File: config.mk
export PLATFORM = sky130hd
export DESIGN_NAME = apb_master_flat
export DESIGN_NICKNAME = d
export VERILOG_FILES = /design/src/rtl/apb_pkg.sv /design/src/rtl/apb_master_if.sv /design/src/rtl/apb_wait_timer.sv /design/src/rtl/apb_master.sv /design/src/flat_wrapper.sv
export SDC_FILE = /design/constraint.sdc
export NUM_CORES = 1
export LEC_CHECK = 0
export CAP_MARGIN = 40
export CORE_ASPECT_RATIO = 1.25
export CORE_MARGIN = 5
export CORE_UTILIZATION = 40
export CTS_BUF_LIST = sky130_fd_sc_hd__clkbuf_4 sky130_fd_sc_hd__clkbuf_8
export DETAILED_ROUTE_END_ITERATION = 7
export PLACE_DENSITY = 0.82
export SETUP_SLACK_MARGIN = 0.05
export SLEW_MARGIN = 20
export SYNTH_ARGS = -nofsm -noshare
export SYNTH_HDL_FRONTEND = slang
export SYNTH_SLANG_ARGS = --single-unit
File: constraint.sdc
create_clock -name clk -period 2.1 [get_ports clk]
set_input_delay 0.63 -clock clk [delete_from_list [all_inputs] [get_ports clk]]
set_output_delay 0.63 -clock clk [all_outputs]
set_load 0.02 [all_outputs]
File: src/rtl/apb_pkg.sv
// -----------------------------------------------------------------------------
// apb_pkg
// Types and default widths shared by the APB requester and APB slaves.
//   apb_state_e : bus phase encoding (IDLE / SETUP / ACCESS)
//   APB_ADDR_W  : default address width
//   APB_DATA_W  : default data width
// -----------------------------------------------------------------------------
package apb_pkg;

    typedef enum logic [1:0] {
        IDLE   = 2'b00,
        SETUP  = 2'b01,
        ACCESS = 2'b10
    } apb_state_e;

    localparam int unsigned APB_ADDR_W = 8;
    localparam int unsigned APB_DATA_W = 32;

endpackage : apb_pkg

File: src/rtl/apb_master_if.sv
// -----------------------------------------------------------------------------
// apb_master_if
// Bundles the signals of the APB requester:
//   command port  : cmd_valid, cmd_ready, cmd_write, cmd_addr, cmd_wdata
//   response port : rsp_valid, rsp_write, rsp_rdata, rsp_error
//   APB bus       : psel, penable, paddr, pwrite, pwdata, pready, prdata
// Modports:
//   master : the requester's view (drives cmd_ready, rsp_*, APB request side)
//   slave  : the view of the command source / APB completer on the far side
// -----------------------------------------------------------------------------
interface apb_master_if
    import apb_pkg::*;
#(
    parameter int unsigned ADDR_W = APB_ADDR_W,
    parameter int unsigned DATA_W = APB_DATA_W
) ();

    // Command port
    logic              cmd_valid;
    logic              cmd_ready;
    logic              cmd_write;
    logic [ADDR_W-1:0] cmd_addr;
    logic [DATA_W-1:0] cmd_wdata;

    // Response port
    logic              rsp_valid;
    logic              rsp_write;
    logic [DATA_W-1:0] rsp_rdata;
    logic              rsp_error;

    // APB bus
    logic              psel;
    logic              penable;
    logic [ADDR_W-1:0] paddr;
    logic              pwrite;
    logic [DATA_W-1:0] pwdata;
    logic              pready;
    logic [DATA_W-1:0] prdata;

    modport master (
        input  cmd_valid, cmd_write, cmd_addr, cmd_wdata,
        output cmd_ready,
        output rsp_valid, rsp_write, rsp_rdata, rsp_error,
        output psel, penable, paddr, pwrite, pwdata,
        input  pready, prdata
    );

    modport slave (
        output cmd_valid, cmd_write, cmd_addr, cmd_wdata,
        input  cmd_ready,
        input  rsp_valid, rsp_write, rsp_rdata, rsp_error,
        input  psel, penable, paddr, pwrite, pwdata,
        output pready, prdata
    );

endinterface : apb_master_if

File: src/rtl/apb_wait_timer.sv
// -----------------------------------------------------------------------------
// apb_wait_timer
// Counts consecutive ACCESS cycles in which the slave holds pready low and
// flags the cycle on which the TIMEOUT-th such cycle is being completed.
// Ports:
//   clk, reset : clock, synchronous active-high reset
//   clear_i    : zero the count (asserted when a transfer enters SETUP)
//   enable_i   : this cycle is an ACCESS cycle with pready low
//   expired_o  : the current low-pready cycle is the TIMEOUT-th one
// TIMEOUT = 0 disables the timer (expired_o never asserts).
// -----------------------------------------------------------------------------
module apb_wait_timer #(
    parameter int unsigned TIMEOUT = 16
) (
    input  logic clk,
    input  logic reset,
    input  logic clear_i,
    input  logic enable_i,
    output logic expired_o
);

    localparam int unsigned CNT_W = (TIMEOUT > 0) ? $clog2(TIMEOUT + 1) : 1;
    localparam logic [CNT_W-1:0] CNT_MAX = CNT_W'(TIMEOUT);
    localparam logic [CNT_W-1:0] CNT_ONE = CNT_W'(1);

    logic [CNT_W-1:0] cnt_q;
    logic [CNT_W-1:0] cnt_d;

    // Next count: clear wins, otherwise count low-pready cycles and saturate.
    always_comb begin
        cnt_d = cnt_q;
        if (clear_i) begin
            cnt_d = {CNT_W{1'b0}};
        end else if (enable_i && (cnt_q != CNT_MAX)) begin
            cnt_d = cnt_q + CNT_ONE;
        end else begin
            cnt_d = cnt_q;
        end
    end

    // The count already holds TIMEOUT-1 earlier low cycles, so this low cycle
    // is the TIMEOUT-th one and the transfer is aborted at its closing edge.
    always_comb begin
        if (TIMEOUT == 0) begin
            expired_o = 1'b0;
        end else begin
            expired_o = enable_i && (cnt_q == (CNT_MAX - CNT_ONE));
        end
    end

    // Count register.
    always_ff @(posedge clk) begin
        if (reset) begin
            cnt_q <= {CNT_W{1'b0}};
        end else begin
            cnt_q <= cnt_d;
        end
    end

endmodule : apb_wait_timer

File: src/rtl/apb_master.sv
// -----------------------------------------------------------------------------
// apb_master
// APB requester. Accepts one read/write command at a time on a valid/ready
// port, runs a full IDLE -> SETUP -> ACCESS transfer, honours pready wait
// states and reports completion with a one-cycle response pulse. A wait-state
// timer aborts transfers to a slave that never raises pready.
// Ports:
//   clk   : clock, all logic on posedge
//   reset : synchronous, active-high reset
//   bus   : apb_master_if.master (command, response and APB signals)
// All outputs come straight from registers.
// -----------------------------------------------------------------------------
module apb_master
    import apb_pkg::*;
#(
    parameter int unsigned ADDR_W  = APB_ADDR_W,
    parameter int unsigned DATA_W  = APB_DATA_W,
    parameter int unsigned TIMEOUT = 16
) (
    input  logic         clk,
    input  logic         reset,
    apb_master_if.master bus
);

    apb_state_e        state_q;
    apb_state_e        state_d;

    logic              cmd_ready_q;
    logic              cmd_ready_d;
    logic              psel_q;
    logic              psel_d;
    logic              penable_q;
    logic              penable_d;
    logic [ADDR_W-1:0] paddr_q;
    logic [ADDR_W-1:0] paddr_d;
    logic              pwrite_q;
    logic              pwrite_d;
    logic [DATA_W-1:0] pwdata_q;
    logic [DATA_W-1:0] pwdata_d;
    logic              rsp_valid_q;
    logic              rsp_valid_d;
    logic              rsp_write_q;
    logic              rsp_write_d;
    logic [DATA_W-1:0] rsp_rdata_q;
    logic [DATA_W-1:0] rsp_rdata_d;
    logic              rsp_error_q;
    logic              rsp_error_d;

    logic              accept_s;
    logic              done_s;
    logic              stall_s;
    logic              expired_s;

    // cmd_ready_q is only high in IDLE, so this is an IDLE handshake.
    assign accept_s = (state_q == IDLE) && bus.cmd_valid && cmd_ready_q;
    // pready only matters in ACCESS; elsewhere it is ignored.
    assign done_s   = (state_q == ACCESS) && bus.pready;
    assign stall_s  = (state_q == ACCESS) && !bus.pready;

    apb_wait_timer #(
        .TIMEOUT (TIMEOUT)
    ) u_wait_timer (
        .clk       (clk),
        .reset     (reset),
        .clear_i   (accept_s),
        .enable_i  (stall_s),
        .expired_o (expired_s)
    );

    // State and output registers.
    always_ff @(posedge clk) begin
        if (reset) begin
            state_q     <= IDLE;
            cmd_ready_q <= 1'b1;
            psel_q      <= 1'b0;
            penable_q   <= 1'b0;
            paddr_q     <= {ADDR_W{1'b0}};
            pwrite_q    <= 1'b0;
            pwdata_q    <= {DATA_W{1'b0}};
            rsp_valid_q <= 1'b0;
            rsp_write_q <= 1'b0;
            rsp_rdata_q <= {DATA_W{1'b0}};
            rsp_error_q <= 1'b0;
        end else begin
            state_q     <= state_d;
            cmd_ready_q <= cmd_ready_d;
            psel_q      <= psel_d;
            penable_q   <= penable_d;
            paddr_q     <= paddr_d;
            pwrite_q    <= pwrite_d;
            pwdata_q    <= pwdata_d;
            rsp_valid_q <= rsp_valid_d;
            rsp_write_q <= rsp_write_d;
            rsp_rdata_q <= rsp_rdata_d;
            rsp_error_q <= rsp_error_d;
        end
    end

    // Next-state logic.
    always_comb begin
        state_d = state_q;
        case (state_q)
            IDLE: begin
                if (accept_s) begin
                    state_d = SETUP;
                end else begin
                    state_d = IDLE;
                end
            end
            SETUP: begin
                state_d = ACCESS;
            end
            ACCESS: begin
                // expired_s is already gated by pready low, so a late pready
                // on the deciding cycle completes the transfer normally.
                if (done_s || expired_s) begin
                    state_d = IDLE;
                end else begin
                    state_d = ACCESS;
                end
            end
            default: begin
                state_d = IDLE;
            end
        endcase
    end

    // Next values of the registered outputs. Bus controls are decoded from
    // the next state so they line up with the state register.
    always_comb begin
        cmd_ready_d = (state_d == IDLE);
        psel_d      = (state_d != IDLE);
        penable_d   = (state_d == ACCESS);
        paddr_d     = paddr_q;
        pwrite_d    = pwrite_q;
        pwdata_d    = pwdata_q;
        rsp_valid_d = done_s || expired_s;
        rsp_write_d = rsp_write_q;
        rsp_rdata_d = rsp_rdata_q;
        rsp_error_d = 1'b0;

        // Address/direction/data are captured once and then held, which keeps
        // them stable through the transfer and quiet in IDLE.
        if (accept_s) begin
            paddr_d  = bus.cmd_addr;
            pwrite_d = bus.cmd_write;
            if (bus.cmd_write) begin
                pwdata_d = bus.cmd_wdata;
            end else begin
                pwdata_d = {DATA_W{1'b0}};
            end
        end else begin
            paddr_d  = paddr_q;
            pwrite_d = pwrite_q;
            pwdata_d = pwdata_q;
        end

        if (done_s) begin
            rsp_write_d = pwrite_q;
            rsp_error_d = 1'b0;
            if (pwrite_q) begin
                rsp_rdata_d = {DATA_W{1'b0}};
            end else begin
                rsp_rdata_d = bus.prdata;
            end
        end else if (expired_s) begin
            rsp_write_d = pwrite_q;
            rsp_rdata_d = {DATA_W{1'b0}};
            rsp_error_d = 1'b1;
        end else begin
            rsp_write_d = rsp_write_q;
            rsp_rdata_d = rsp_rdata_q;
            rsp_error_d = 1'b0;
        end
    end

    assign bus.cmd_ready = cmd_ready_q;
    assign bus.psel      = psel_q;
    assign bus.penable   = penable_q;
    assign bus.paddr     = paddr_q;
    assign bus.pwrite    = pwrite_q;
    assign bus.pwdata    = pwdata_q;
    assign bus.rsp_valid = rsp_valid_q;
    assign bus.rsp_write = rsp_write_q;
    assign bus.rsp_rdata = rsp_rdata_q;
    assign bus.rsp_error = rsp_error_q;

endmodule : apb_master

File: src/flat_wrapper.sv
// flat-port wrapper written by rule: the top's interface ports become plain ports
module apb_master_flat import apb_pkg::*;
#(
    parameter int unsigned ADDR_W  = APB_ADDR_W,
    parameter int unsigned DATA_W  = APB_DATA_W,
    parameter int unsigned TIMEOUT = 16
)
  (clk, reset, bus_cmd_valid, bus_cmd_write, bus_cmd_addr, bus_cmd_wdata, bus_cmd_ready, bus_rsp_valid, bus_rsp_write, bus_rsp_rdata, bus_rsp_error, bus_psel, bus_penable, bus_paddr, bus_pwrite, bus_pwdata, bus_pready, bus_prdata);
  apb_master_if #(.ADDR_W(ADDR_W), .DATA_W(DATA_W)) bus_i ();
  input  logic clk;
  input  logic reset;
  input wire logic [$bits(bus_i.cmd_valid)-1:0] bus_cmd_valid;
  input wire logic [$bits(bus_i.cmd_write)-1:0] bus_cmd_write;
  input wire logic [$bits(bus_i.cmd_addr)-1:0] bus_cmd_addr;
  input wire logic [$bits(bus_i.cmd_wdata)-1:0] bus_cmd_wdata;
  output wire logic [$bits(bus_i.cmd_ready)-1:0] bus_cmd_ready;
  output wire logic [$bits(bus_i.rsp_valid)-1:0] bus_rsp_valid;
  output wire logic [$bits(bus_i.rsp_write)-1:0] bus_rsp_write;
  output wire logic [$bits(bus_i.rsp_rdata)-1:0] bus_rsp_rdata;
  output wire logic [$bits(bus_i.rsp_error)-1:0] bus_rsp_error;
  output wire logic [$bits(bus_i.psel)-1:0] bus_psel;
  output wire logic [$bits(bus_i.penable)-1:0] bus_penable;
  output wire logic [$bits(bus_i.paddr)-1:0] bus_paddr;
  output wire logic [$bits(bus_i.pwrite)-1:0] bus_pwrite;
  output wire logic [$bits(bus_i.pwdata)-1:0] bus_pwdata;
  input wire logic [$bits(bus_i.pready)-1:0] bus_pready;
  input wire logic [$bits(bus_i.prdata)-1:0] bus_prdata;
  assign bus_i.cmd_valid = bus_cmd_valid;
  assign bus_i.cmd_write = bus_cmd_write;
  assign bus_i.cmd_addr = bus_cmd_addr;
  assign bus_i.cmd_wdata = bus_cmd_wdata;
  assign bus_cmd_ready = bus_i.cmd_ready;
  assign bus_rsp_valid = bus_i.rsp_valid;
  assign bus_rsp_write = bus_i.rsp_write;
  assign bus_rsp_rdata = bus_i.rsp_rdata;
  assign bus_rsp_error = bus_i.rsp_error;
  assign bus_psel = bus_i.psel;
  assign bus_penable = bus_i.penable;
  assign bus_paddr = bus_i.paddr;
  assign bus_pwrite = bus_i.pwrite;
  assign bus_pwdata = bus_i.pwdata;
  assign bus_i.pready = bus_pready;
  assign bus_i.prdata = bus_prdata;
  apb_master #(.ADDR_W(ADDR_W), .DATA_W(DATA_W), .TIMEOUT(TIMEOUT)) u_core (.clk(clk), .reset(reset), .bus(bus_i));
endmodule
* Word level (Yosys, flattened, before mapping)
Index checks and enable logic that the tools add are counted.
W data, S select, Z words.
** Word-level totals
- Bits in registers :: 86
- Input bits :: 77
- Logic and storage cells :: 42
** Operators by class
- Eq/ne operators :: 5
- Reduce and logical (&&, ||, !) cells :: 14
- Mux-type cells :: 10
- $add $sub $neg :: 1
** Operators with widths (count)
- $mux W32 :: 4
- $logic_and A1 B1 Y1 :: 6
- $pmux W2 S3 :: 1
- $add A5 B1 Y5 const B :: 1
- $eq A5 B4 Y1 const B :: 1
- $ne A5 B5 Y1 const B :: 1
- $eq A2 B2 Y1 const B :: 2
- $logic_not A2 Y1 :: 2
- $mux W1 :: 4
- $reduce_bool A2 Y1 :: 2
- $reduce_or A2 Y1 :: 2
- $eq A2 B1 Y1 const B :: 1
- $mux W2 :: 1
- $logic_not A1 Y1 :: 1
- $logic_or A1 B1 Y1 :: 1

* Logic depth before layout (Yosys ltp)
- Depth in word-level cells :: 7
- Depth in mapped cells :: 7

* Hierarchy
Synthesis repeated with hierarchy kept, for this count alone.
** Unflattened totals
- Cells, all modules :: 310
- Area total of the unflattened synthesis :: 3027.9 um^2
** By module, submodules not included
- apb_master :: cells each 279, area each 2741.4 um^2, times used 1, seq. area each 1621.6 um^2
- apb_wait_timer :: cells each 31, area each 286.5 um^2, times used 1, seq. area each 100.1 um^2

* Worst setup path after synthesis
No wires, ideal clock.
- Path kind :: in2reg
- Start point :: input bus_pready
- End point :: register u_core.u_wait_timer.cnt_q[2]
- Arrival time :: 1.691 ns
- Stages :: 4
- Setup time :: 0.070 ns
- Slack :: 0.339 ns
- Path buffers :: 1
- Path through :: or3b_1 buf_2 or4_1 a21oi_1
** Between the ends
- Longest elaborated chain between the ends :: 3
** RTL lines
- start: declaration :: line flat_wrapper.sv:26 : input wire logic [$bits(bus_i.pready)-1:0] bus_pready;
- $logic_not A1 Y1 :: line apb_master.sv:58 : assign stall_s = (state_q == ACCESS) && !bus.pready;
- $logic_and A1 B1 Y1 :: line apb_master.sv:58
- $logic_and A1 B1 Y1 :: line apb_wait_timer.sv:34 : end else if (enable_i && (cnt_q != CNT_MAX)) begin
- end signal: assignment :: line apb_wait_timer.sv:54 : cnt_q <= {CNT_W{1'b0}};
- end signal: assignment :: line apb_wait_timer.sv:56 : cnt_q <= cnt_d;
- end: declaration :: line apb_wait_timer.sv:26 : logic [CNT_W-1:0] cnt_q;
Every way passes these cells.
A chain may end at the register's enable or synchronous reset.

* Final worst setup path
- Start point :: register u_core.pwdata_q[5], in the netlist u_core.bus.pwdata[5]
- End point :: output bus_pwdata[5]
** RTL lines
- start: declaration :: line apb_master.sv:38 : logic [DATA_W-1:0] pwdata_q;
- start signal: assignment :: line apb_master.sv:79 : pwdata_q <= {DATA_W{1'b0}};
- start signal: assignment :: line apb_master.sv:91 : pwdata_q <= pwdata_d;
- end: declaration :: line flat_wrapper.sv:25 : output wire logic [$bits(bus_i.pwdata)-1:0] bus_pwdata;
No word-level cell between the ends.

==> flow_results.org <==
** Run status
- The flow ran to the end, and the final reports show no timing, DRC or antenna violations.

** CTS
- Once the clock tree was built, the setup fixing pass inserted 0 buffers.
- The clock drives between 80 and 90 sinks.
- Hold repair after CTS inserted 0 buffers.
- Number of buffers on the longest clock path :: 2
- Post-CTS sizing :: 0
- Worst-path clk slew :: approximately 80 ps
- Clock tree synthesis inserted a total of 9 buffers.
- Root Buffer Master :: clkbuf_8
- The H-tree was split into 3 levels.
- Clock latency at the later pin of the worst-skew pair :: 350 ps
- CTS tree :: yes

** Finish
- Fillers :: 557
- Final standard cell count with taps included and fillers excluded :: 549
- Share of layout cells above drive strength 1 :: under 10%
- Final antenna diode count :: 0
- Post-Route Utilization :: 69.5%
- Area growth from synthesis to layout :: 67.2%
- The final layout contains roughly 530 nets.

** Setup path
- For this design, the slowest cell found on the critical path is clkdlybuf4s50_1.
- Together, buffers and inverters on the worst path number 1.
- For the worst setup path, the data required time is about 1500 ps.
- STA classifies the critical path startpoint as a flop.
- Start point of the critical path :: u_core.bus.pwdata[5]
- Traced cell by cell, the critical path runs through clkdlybuf4s50_1.
- Broken down by cell family, the worst path's largest delay share belongs to buffers and inverters.
- Critical Path AT :: 1350 ps
- In this run the worst path has a maximum fanout of 2.
- CP peak stage delay :: 640 ps
- The startpoint identified for the worst register-to-register timing path is u_core.u_wait_timer.cnt_q[0].
- The worst setup path is of the flop to output port kind.
- The worst setup path is captured at an output port.

** Yosys
- In this run the cell area of the synthesized design comes to 0.00292 sq mm.
- Among all flip-flop cells after synthesis, the most frequent one is dfxtp_1.
- Yosys attributes the largest share of cell area to dfxtp_1 (59%), a22o_1 (12%), a21oi_1 (6.7%).
- Number of instances in the synthesized netlist :: a little under 300
- Counting flops and latches in the post-synthesis netlist gives between 80 and 90.
- Net Count, Synth :: approximately 370
- In this run the biggest area consumer among cell types represents between 50% and 60% of the synthesized area.
- During synthesis, Yosys emitted a total of 0 warnings.
- Proportion of register bits with asynchronous set or reset after synthesis :: 0%
- Among all cell types in the netlist, the one instantiated most often is dfxtp_1.
- Distinct cell type count after synthesis :: 28
- The commonest cells after synthesis are dfxtp_1 (86), a22o_1 (40), a21oi_1 (39).
- Mean Syn Cell Area :: between 9 and 10 sq um
- Most area-hungry cell type in the Yosys netlist :: dfxtp_1
- Counting flops with a built-in enable in the synthesized netlist gives 0.
- Sequential cells were found to cover 59.0% of the synthesized design area.

** Floorplan
- The die covers between 0.009 and 0.01 sq mm.
- The floorplan step set the die height to 105 um.
- Core footprint :: ~0.0070 sq mm
- Cell Rows :: 34
- Chip Width :: 86.4 um
- For this design the top-level I/O count stands at 156.
- For this configuration, the core starts out at a cell density of 41.6%.

** Power and ir drop
- Of the total power, combinational logic draws between 10% and 20%.
- The worst-case IR drop observed on VDD is roughly 0.00046 V.
- Clock Power Share :: a little under a third
- Final Total Pwr :: between 3000 and 4000 uW
- Switching part of the total :: roughly a quarter
- Total net switching power :: a little under 900 uW
- Cell internal power was estimated by the tool at roughly 2500 uW.
- Registers are responsible for 51.8% of the overall power.
- Dividing total power by cell area gives a power density of 686 mW/mm^2.
- For this design the static power due to leakage is between 0.0015 and 0.002 uW.

** Routing
- Summing over every cut layer, the via total after detailed routing is around 2800.
- In the final routed layout, each cell accounts on average for about 16 um.
- Post-Route WL :: a little under 9000 um
- After detailed routing, the number of remaining DRC violations is 0.
- Number of DRC violations after detailed-routing iteration 0 :: 150
- Vias per Instance :: around 5.2
- Antenna violation net count after detailed routing :: 0
- Length of the first detailed-routing pass in iterations :: 4

** GRT
- Largest net degree at the start of global routing :: 35
- The via count of the first global-routing pass was between 2000 and 3000.
- The first global-routing pass estimated 14200 um of wire.
- Global routing used 19.4% of the available tracks.
- Total gr overflow :: 0
- The initial antenna violation count is 0.

** Flow run
- # Max-Cap Violations :: 0

** Timing
- Relative slew slack :: between 60% and 70%
- Final setup violation count :: 0
- Setup repair after global routing left no endpoint under its margin.
- Hold slack final :: 476 ps
- Final cycle utilization of the critical path :: a little over nine tenths
- For the final database, setup skew stands at approximately 7.4 ps.
- The max-slew violation count was 0.
- Minimum period implied by the final worst setup slack :: 1980 ps
- The final hold violation count was 0.
- Peak clock frequency supported by timing :: ~500 MHz
- For the pin with the worst max-slew slack, the measured transition is 549 ps.

** Placement
- Sum of net half-perimeters after detailed placement :: 6660 um
- During placement, the flow inserted port buffers numbering 155.
- Routability-driven placement finished with a final weighted congestion of about 0.79.
- After detailed placement, the design holds a cell count of between 500 and 600.

** Min path
- The worst hold path belongs to the class flop to flop.
- Worst Min Path Start :: u_core.bus.rsp_rdata[7]
per-layer routing:
layer / part of all wire [%] / vias to the layer above / GRT usage (%)
met1: 38 / 1308 / 21.1
met4: 1.6 / 0 / 7.57
li1: - / 1366 / -
met2: 47 / 147 / 32.1
met3: 13 / 11 / 9.52
met5: 0 / - / 0
flip-flops by register name (all words and copies together), names as in the netlist:
name / cells
u_core.bus.rsp_error: 1
u_core.state_q: 2
u_core.bus.cmd_ready: 1
u_core.bus.penable: 1
u_core.bus.rsp_valid: 1
u_core.bus.pwrite: 1
u_core.bus.rsp_write: 1
u_core.bus.pwdata: 32
u_core.bus.psel: 1
u_core.bus.rsp_rdata: 32
u_core.u_wait_timer.cnt_q: 5
u_core.bus.paddr: 8
power by group through the flow:
stage / logic (uW) / registers (uW) / clock network, uW
5_1_grt: 590 / 1740 / 1160
4_1_cts: 558 / 1740 / 1080
3_5_place_dp: 556 / 1770 / 0
3_3_place_gp: 546 / 1770 / 0
2_1_floorplan: 134 / 1840 / 0
6_report: 553 / 1730 / 1060
worst paths after layout:
kind / end / slack (ps) / depth (start not counted)
worst max register to register: u_core.bus.cmd_ready / 230 / 6
worst min-delay path: u_core.bus.rsp_rdata[7] / 480 / 2
worst min register to register: u_core.bus.rsp_rdata[7] / 480 / 2
worst max-delay path: bus_pwdata[5] / 120 / 1
stage by stage:
| stage | worst slack, ps | instance area, sq um | TNS [ps] |
|---|---|---|---|
| after floorplan | 339 | 2920 | 0 |
| after global placement | -3.66 | 4700 | -3.66 |
| after detailed placement | -43.3 | 4700 | -200 |
| after CTS | 103 | 4880 | 0 |
| after global routing | 52.6 | 4880 | 0 |
| final | 119 | 4880 | 0 |
kinds of logic after synthesis:
family	synth area share (%)
flip-flops	59.0
buffers and inverters	3.82
adder cells (fa/ha/maj)	1.29
AO/OA/AOI/OAI	25.8
AND/OR/NAND/NOR	10.1
layout by cell type, fill, tap and decap left out, types with 3 or more instances in the layout:
cell type,instances
clkdlybuf4s50_1,155
a22o_1,40
nand2_1,32
dfxtp_1,86
a21oi_1,39
nand3_1,3
ha_1,3
nand2b_1,3
buf_4,16
inv_6,3
buf_12,3
o21ai_0,37
inv_1,5
clkbuf_8,10
final cells by class:
class | instances | area, sq um | area share [%]
inverter | 5 | 18.8 | 0.385
multi-input combinational | 178 | 1110 | 22.8
clock buffer | 10 | 138 | 2.82
tap | 90 | 113 | 2.31
sequential | 86 | 1720 | 35.3
clock inverter | 6 | 43.8 | 0.898
timing repair buffer | 174 | 1730 | 35.5
No activity file was read; power rests on OpenSTA's default activity.
